==> src/rtl/rej_parse_pkg.sv <==
// Shared constants and types for the Kyber rejection-sampling parser.
// Holds the modulus, polynomial length, coefficient width and FSM encoding.
package rej_parse_pkg;

  localparam int KYBER_Q = 3329;
  localparam int KYBER_N = 256;
  localparam int COEF_W  = 12;
  localparam int BWID    = 2 * COEF_W;
  localparam int IDX_W   = 8;
  localparam int CNT_W   = 9;

  typedef enum logic {
    IDLE = 1'b0,
    RUN  = 1'b1
  } state_e;

  // Upper candidate sits in the high half so a plain cast splits the word.
  typedef struct packed {
    logic [COEF_W-1:0] d2;
    logic [COEF_W-1:0] d1;
  } word_t;

endpackage

==> src/rtl/rej_parse_if.sv <==
// Word-in / coefficient-out bus of the rejection parser.
// The master drives start and input words; the slave is the parser itself.
interface rej_parse_if
  import rej_parse_pkg::*;
();

  logic              start;
  logic              in_valid;
  logic [BWID-1:0]   in_data;
  logic              in_ready;
  logic              out_valid;
  logic [COEF_W-1:0] out_coef;
  logic [IDX_W-1:0]  out_idx;
  logic              busy;
  logic              done;

  modport master (
    output start, in_valid, in_data,
    input  in_ready, out_valid, out_coef, out_idx, busy, done
  );

  modport slave (
    input  start, in_valid, in_data,
    output in_ready, out_valid, out_coef, out_idx, busy, done
  );

endinterface

==> src/rtl/rej_parse.sv <==
// Rejection-sampling parser: splits 24-bit words into two 12-bit candidates,
// keeps those below Q and streams one polynomial of N coefficients with index.
module rej_parse
  import rej_parse_pkg::*;
(
  input logic       clk,
  input logic       rst,
  rej_parse_if.slave bus
);

  state_e            state_q, state_d;
  logic [CNT_W-1:0]  issued_q, issued_d;
  logic              pendValid_q, pendValid_d;
  logic [COEF_W-1:0] pendCoef_q, pendCoef_d;
  logic              outValid_q, outValid_d;
  logic [COEF_W-1:0] outCoef_q, outCoef_d;
  logic [IDX_W-1:0]  outIdx_q, outIdx_d;
  logic              done_q, done_d;

  word_t word;
  logic  d1Ok;
  logic  d2Ok;
  logic  inReady;
  logic  accept;
  logic  lastSlot;

  assign word     = word_t'(bus.in_data);
  assign d1Ok     = word.d1 < COEF_W'(KYBER_Q);
  assign d2Ok     = word.d2 < COEF_W'(KYBER_Q);
  assign inReady  = (state_q == RUN) && !pendValid_q && (issued_q < CNT_W'(KYBER_N));
  // A word offered alongside start belongs to the abandoned polynomial.
  assign accept   = bus.in_valid && inReady && !bus.start;
  assign lastSlot = issued_q == CNT_W'(KYBER_N - 1);

  // issued_q counts coefficients committed to the stream, including a pending d2.
  always_comb begin
    state_d     = state_q;
    issued_d    = issued_q;
    pendValid_d = pendValid_q;
    pendCoef_d  = pendCoef_q;
    outValid_d  = 1'b0;
    outCoef_d   = outCoef_q;
    outIdx_d    = outIdx_q;
    done_d      = 1'b0;

    case (state_q)
      IDLE: begin
        if (bus.start) begin
          state_d     = RUN;
          issued_d    = '0;
          pendValid_d = 1'b0;
          outIdx_d    = '0;
        end
      end

      RUN: begin
        if (bus.start) begin
          issued_d    = '0;
          pendValid_d = 1'b0;
          outIdx_d    = '0;
        end else if (done_q) begin
          state_d = IDLE;
        end else if (pendValid_q) begin
          outValid_d  = 1'b1;
          outCoef_d   = pendCoef_q;
          outIdx_d    = IDX_W'(issued_q - CNT_W'(1));
          pendValid_d = 1'b0;
          done_d      = issued_q == CNT_W'(KYBER_N);
        end else if (accept) begin
          if (d1Ok) begin
            outValid_d = 1'b1;
            outCoef_d  = word.d1;
            outIdx_d   = IDX_W'(issued_q);
            // When d1 fills the last slot, d2 is dropped even if it passes.
            if (d2Ok && !lastSlot) begin
              pendValid_d = 1'b1;
              pendCoef_d  = word.d2;
              issued_d    = issued_q + CNT_W'(2);
            end else begin
              issued_d = issued_q + CNT_W'(1);
              done_d   = lastSlot;
            end
          end else if (d2Ok) begin
            outValid_d = 1'b1;
            outCoef_d  = word.d2;
            outIdx_d   = IDX_W'(issued_q);
            issued_d   = issued_q + CNT_W'(1);
            done_d     = lastSlot;
          end
        end
      end

      default: state_d = IDLE;
    endcase
  end

  always_ff @(posedge clk) begin
    if (rst) begin
      state_q     <= IDLE;
      issued_q    <= '0;
      pendValid_q <= 1'b0;
      pendCoef_q  <= '0;
      outValid_q  <= 1'b0;
      outCoef_q   <= '0;
      outIdx_q    <= '0;
      done_q      <= 1'b0;
    end else begin
      state_q     <= state_d;
      issued_q    <= issued_d;
      pendValid_q <= pendValid_d;
      pendCoef_q  <= pendCoef_d;
      outValid_q  <= outValid_d;
      outCoef_q   <= outCoef_d;
      outIdx_q    <= outIdx_d;
      done_q      <= done_d;
    end
  end

  assign bus.in_ready  = inReady;
  assign bus.out_valid = outValid_q;
  assign bus.out_coef  = outCoef_q;
  assign bus.out_idx   = outIdx_q;
  assign bus.busy      = state_q == RUN;
  assign bus.done      = done_q;

endmodule

==> src/flat_wrapper.sv <==
// flat-port wrapper written by rule: the top's interface ports become plain ports
module rej_parse_flat import rej_parse_pkg::*;
  (clk, rst, bus_start, bus_in_valid, bus_in_data, bus_in_ready, bus_out_valid, bus_out_coef, bus_out_idx, bus_busy, bus_done);
  rej_parse_if bus_i ();
  input logic clk;
  input logic rst;
  input wire logic [$bits(bus_i.start)-1:0] bus_start;
  input wire logic [$bits(bus_i.in_valid)-1:0] bus_in_valid;
  input wire logic [$bits(bus_i.in_data)-1:0] bus_in_data;
  output wire logic [$bits(bus_i.in_ready)-1:0] bus_in_ready;
  output wire logic [$bits(bus_i.out_valid)-1:0] bus_out_valid;
  output wire logic [$bits(bus_i.out_coef)-1:0] bus_out_coef;
  output wire logic [$bits(bus_i.out_idx)-1:0] bus_out_idx;
  output wire logic [$bits(bus_i.busy)-1:0] bus_busy;
  output wire logic [$bits(bus_i.done)-1:0] bus_done;
  assign bus_i.start = bus_start;
  assign bus_i.in_valid = bus_in_valid;
  assign bus_i.in_data = bus_in_data;
  assign bus_in_ready = bus_i.in_ready;
  assign bus_out_valid = bus_i.out_valid;
  assign bus_out_coef = bus_i.out_coef;
  assign bus_out_idx = bus_i.out_idx;
  assign bus_busy = bus_i.busy;
  assign bus_done = bus_i.done;
  rej_parse u_core (.clk(clk), .rst(rst), .bus(bus_i));
endmodule
==> config.mk <==
export PLATFORM = sky130hd
export DESIGN_NAME = rej_parse_flat
export DESIGN_NICKNAME = d
export VERILOG_FILES = /design/src/rtl/rej_parse_pkg.sv /design/src/rtl/rej_parse_if.sv /design/src/rtl/rej_parse.sv /design/src/flat_wrapper.sv
export SDC_FILE = /design/constraint.sdc
export NUM_CORES = 1
export LEC_CHECK = 0
export ABC_CLOCK_PERIOD_IN_PS = 2800
export BUFFER_PORTS_ARGS = -buffer_cell sky130_fd_sc_hd__buf_2
export CORE_ASPECT_RATIO = 1.1
export CORE_UTILIZATION = 35
export DETAILED_ROUTE_END_ITERATION = 10
export GPL_TIMING_DRIVEN = 0
export PLACE_DENSITY = 0.53
export SLEW_MARGIN = 40
export SYNTH_ARGS = -nofsm -noshare
export SYNTH_HDL_FRONTEND = slang
export SYNTH_SLANG_ARGS = --single-unit
==> constraint.sdc <==
create_clock -name clk -period 2.8 [get_ports clk]
set_input_delay 0 -clock clk [delete_from_list [all_inputs] [get_ports clk]]
set_output_delay 0 -clock clk [all_outputs]
set_load 0.05 [all_outputs]
==> results.py <==
metrics = {
    "outcome": {
        "status": "completed",
    },
    "critical_path": {
        "crit_chain": "and3_1 > nand3_1 > nor2_1 > ha_1 > nor3b_1 > a21boi_1 > o211ai_1 > o311ai_0 > o31ai_1",
        "r2r_cells": 9,
        "slowest_delay_ps": 490,
        "crit_path_end": "u_core.issued_q[6]$_SDFFE_PP0P_",
        "ff2ff_setup_slack_ps": 360,
        "regToRegStartpoint": "u_core.issued_q[3]$_SDFFE_PP0P_",
        "cp-startpoint": "u_core.issued_q[3]$_SDFFE_PP0P_",
        "required_ps": 2970,
        "crit_slowest_cell": "dfxtp_1",
        "critPathKind": "reg -> reg",
        "r2r-end": "u_core.issued_q[6]$_SDFFE_PP0P_",
        "worstPathMaxFanout": 9,
        "cp-end-kind": "register",
        "cp-start-kind": "register",
        "worstPathArrival_ps": 2610,
    },
    "pwr": {
        "vdd_drop_max_mv": 0.249,
        "p_leak_uw": 0.00123,
        "powerDensity_nw_per_um2": 454,
    },
    "die": {
        "io_pins": 52,
        "rows": 31,
        "die_w_um": 80.8,
        "coreArea_um2": 6590,
        "start_util_pct": 36.3,
        "die-area_um2": 7170,
        "dieHeight_um": 88.7,
    },
    "finish": {
        "area_delta_synth_final_pct": 24.6,
        "final_area_um2": 2980,
        "antennaDiodeCount": 0,
        "final_nets": 401,
        "drive_gt1_share_pct": 18.3,
        "final_core_util_pct": 45.2,
        "fill_cells": 719,
    },
    "global_route": {
        "antenna_found_initial": 0,
        "grt-ovfl-total": 0,
        "grt_use_total_pct": 20.0,
        "grt_pass1_vias": 2239,
        "grt_max_degree": 14,
        "grt_first_pass_wirelength_um": 11000,
    },
    "cts": {
        "clockBufferDepth": 2,
        "cts_buffers": 5,
        "tritoncts": "built",
        "cts_setup_buffers": 0,
        "clkTransAtPathRegs_ps": 90,
        "h-tree-depth": 2,
        "cts_root_buf": "clkbuf_8",
        "clk_latency_ps": 300,
        "clock-sinks": 45,
    },
    "detailed_routing": {
        "ant_nets": 0,
        "dr.pass1.iters": 4,
        "drcViolationCount": 0,
        "first_iter_violations": 85,
        "vias_per_cell": 5.25,
        "wl_per_cell_um": 14.9,
        "num_vias": 2351,
        "routed_wl_um": 6680,
    },
    "timing": {
        "finalHoldViolations": 0,
        "rsz0062_at_grt": "false",
        "relSlewSlack_pct": 59.1,
        "fin_crit_sh_pct": 87.0,
        "clock.fmax_mhz": 411,
        "slew_viol_final": 0,
        "worst_pin_slew_ps": 609,
        "hold_ws_ps": 139,
        "setup_viol": 0,
        "fin_crit_ps": 2440,
        "finClkSkew_ps": 3.05,
        "fin_setup_tns_ps": 0,
    },
    "synthesis": {
        "async_flop_share_pct": 0,
        "synth_area_per_cell_um2": 8.08,
        "synthesis.area_um2": 2390,
        "synth-edff-count": 0,
        "ys_types": 45,
        "synthFlopType": "dfxtp_1",
        "synth_cells": 296,
        "synth_top_area_cell": "dfxtp_1",
        "seq_area_frac_synth_pct": 37.7,
        "syn-num-nets": 331,
        "yosysWarnings": 0,
        "yosys-top-cells-area": "dfxtp_1 38%, nand2_1 8.3%, mux2i_1 7.5%",
        "ys_ff_latch": 45,
        "synth_top_area_share_pct": 37.7,
    },
    "placed_design": {
        "place_area_um2": 2750,
        "io_buffers": 51,
        "dp_hpwl_um": 4890,
        "finalWeightedCongestion": 0.832,
    },
    "job": {
        "max_cap_viol_count": 0,
    },
    "worst_hold_path": {
        "min_path_type": "in -> reg",
    },
}
worst min path at each step:
stage	slack, ps	end	cells after the start	startpoint
finish	140	u_core.bus.out_valid$_SDFF_PP0_	4	bus_in_valid
global route	160	u_core.bus.out_valid$_SDFF_PP0_	4	bus_in_valid
CTS	130	u_core.bus.done$_SDFF_PP0_	4	rst
detailed placement	250	u_core.issued_q[0]$_SDFFE_PP0P_	2	bus_start
global placement	240	u_core.issued_q[0]$_SDFFE_PP0P_	2	bus_start
floorplan	80	u_core.issued_q[0]$_SDFFE_PP0P_	1	bus_start
layout by cell type (no fill, tap or decap), types with 3 or more instances in the layout:
master / synthesis / routed
nor4_1: 3 / 3
mux2i_1: 18 / 18
inv_1: 6 / 6
nand2_1: 53 / 53
dlygate4sd3_1: 0 / 13
nor3_1: 8 / 8
nor4_2: 3 / 3
buf_2: 3 / 54
o31ai_1: 10 / 10
o21ai_1: 3 / 3
a21oi_1: 18 / 18
nor2_1: 21 / 21
o211ai_1: 4 / 4
nor3b_1: 4 / 4
and3_1: 4 / 4
nand3_1: 14 / 14
clkbuf_8: 0 / 5
o21ai_0: 17 / 17
nor2b_1: 6 / 6
dfxtp_1: 45 / 45
clkbuf_1: 11 / 10
ha_1: 7 / 7
nand3b_1: 3 / 3
xnor2_1: 6 / 6
synth_stat cells (2+ instances only):
cell / n
nand2_1: 53
dfxtp_1: 45
nor2_1: 21
a21oi_1: 18
mux2i_1: 18
o21ai_0: 17
nand3_1: 14
clkbuf_1: 11
o31ai_1: 10
nor3_1: 8
ha_1: 7
inv_1: 6
nor2b_1: 6
xnor2_1: 6
and3_1: 4
nor3b_1: 4
o211ai_1: 4
buf_2: 3
nand3b_1: 3
nor4_1: 3
nor4_2: 3
o21ai_1: 3
a221oi_1: 2
a31oi_1: 2
nand2b_1: 2
o311ai_0: 2
or4_1: 2
xor2_1: 2
registers in the layout, summed over array words and instances, names as in the netlist:
register	count
u_core.bus.out_idx	8
u_core.issued_q	9
u_core.pendValid_q	1
u_core.pendCoef_q	12
u_core.bus.done	1
u_core.bus.out_coef	12
u_core.bus.out_valid	1
u_core.bus.busy	1
critical path, delay by kind of cell, from the launching register on:
kind                     cells  cell delay [ps]
AND/OR/NAND/NOR              4              660
adder cells (fa/ha/maj)      1              310
flip-flops                   1              490
AO/OA/AOI/OAI                4              840
layout make-up:
class	instances	area [um2]	share of cell area (%)
Multi-Input combinational cell	230	1410	47.3
Tap cell	82	103	3.44
Clock inverter	2	35.0	1.18
Inverter	6	22.5	0.756
Buffer	14	56.3	1.89
Clock buffer	5	68.8	2.31
Sequential cell	45	901	30.2
Timing Repair Buffer	64	385	12.9
cells by family (layout without fill, tap and decap cells):
group,Yosys count,in the layout,synth area share (%)
buffers and inverters,21,91,3.45
adder cells (fa/ha/maj),7,7,3.66
AO/OA/AOI/OAI,70,70,18.7
XOR/XNOR,8,8,2.93
flip-flops,45,45,37.7
AND/OR/NAND/NOR,127,127,26.1
multiplexers,18,18,7.53
metrics by stage:
| step | std cells | worst slack [ps] | total power [uW] |
|---|---|---|---|
| 6_report | 448 | 364 | 1350 |
| 5_1_grt | 448 | 37.7 | 1410 |
| 4_1_cts | 449 | 161 | 1360 |
| 3_5_place_dp | 429 | 177 | 865 |
| 3_3_place_gp | 429 | 157 | 864 |
| 2_1_floorplan | 296 | 566 | 796 |
power by group:
group	internal, uW	total, uW	switching (uW)
logic	74.6	205	130
registers	651	659	8.07
clock network	260	488	228
total	986	1350	366
layer usage:
metal  part of all wire (%)  vias up  wire length, um  GRT usage, %
li1                       -     1196                -             -
met1                     45     1089             3010          24.9
met2                     50       57             3310          34.8
met4                    1.1        0               75          5.84
met5                      0        -                0             0
met3                    4.2        9              281          3.71
timing repair:
item	CTS	global route
setup endpoints to repair	0	2
hold buffers	13	0
hold endpoints to repair	14	0
gates resized for setup	0	1
(Power assumes the default switching activity.)
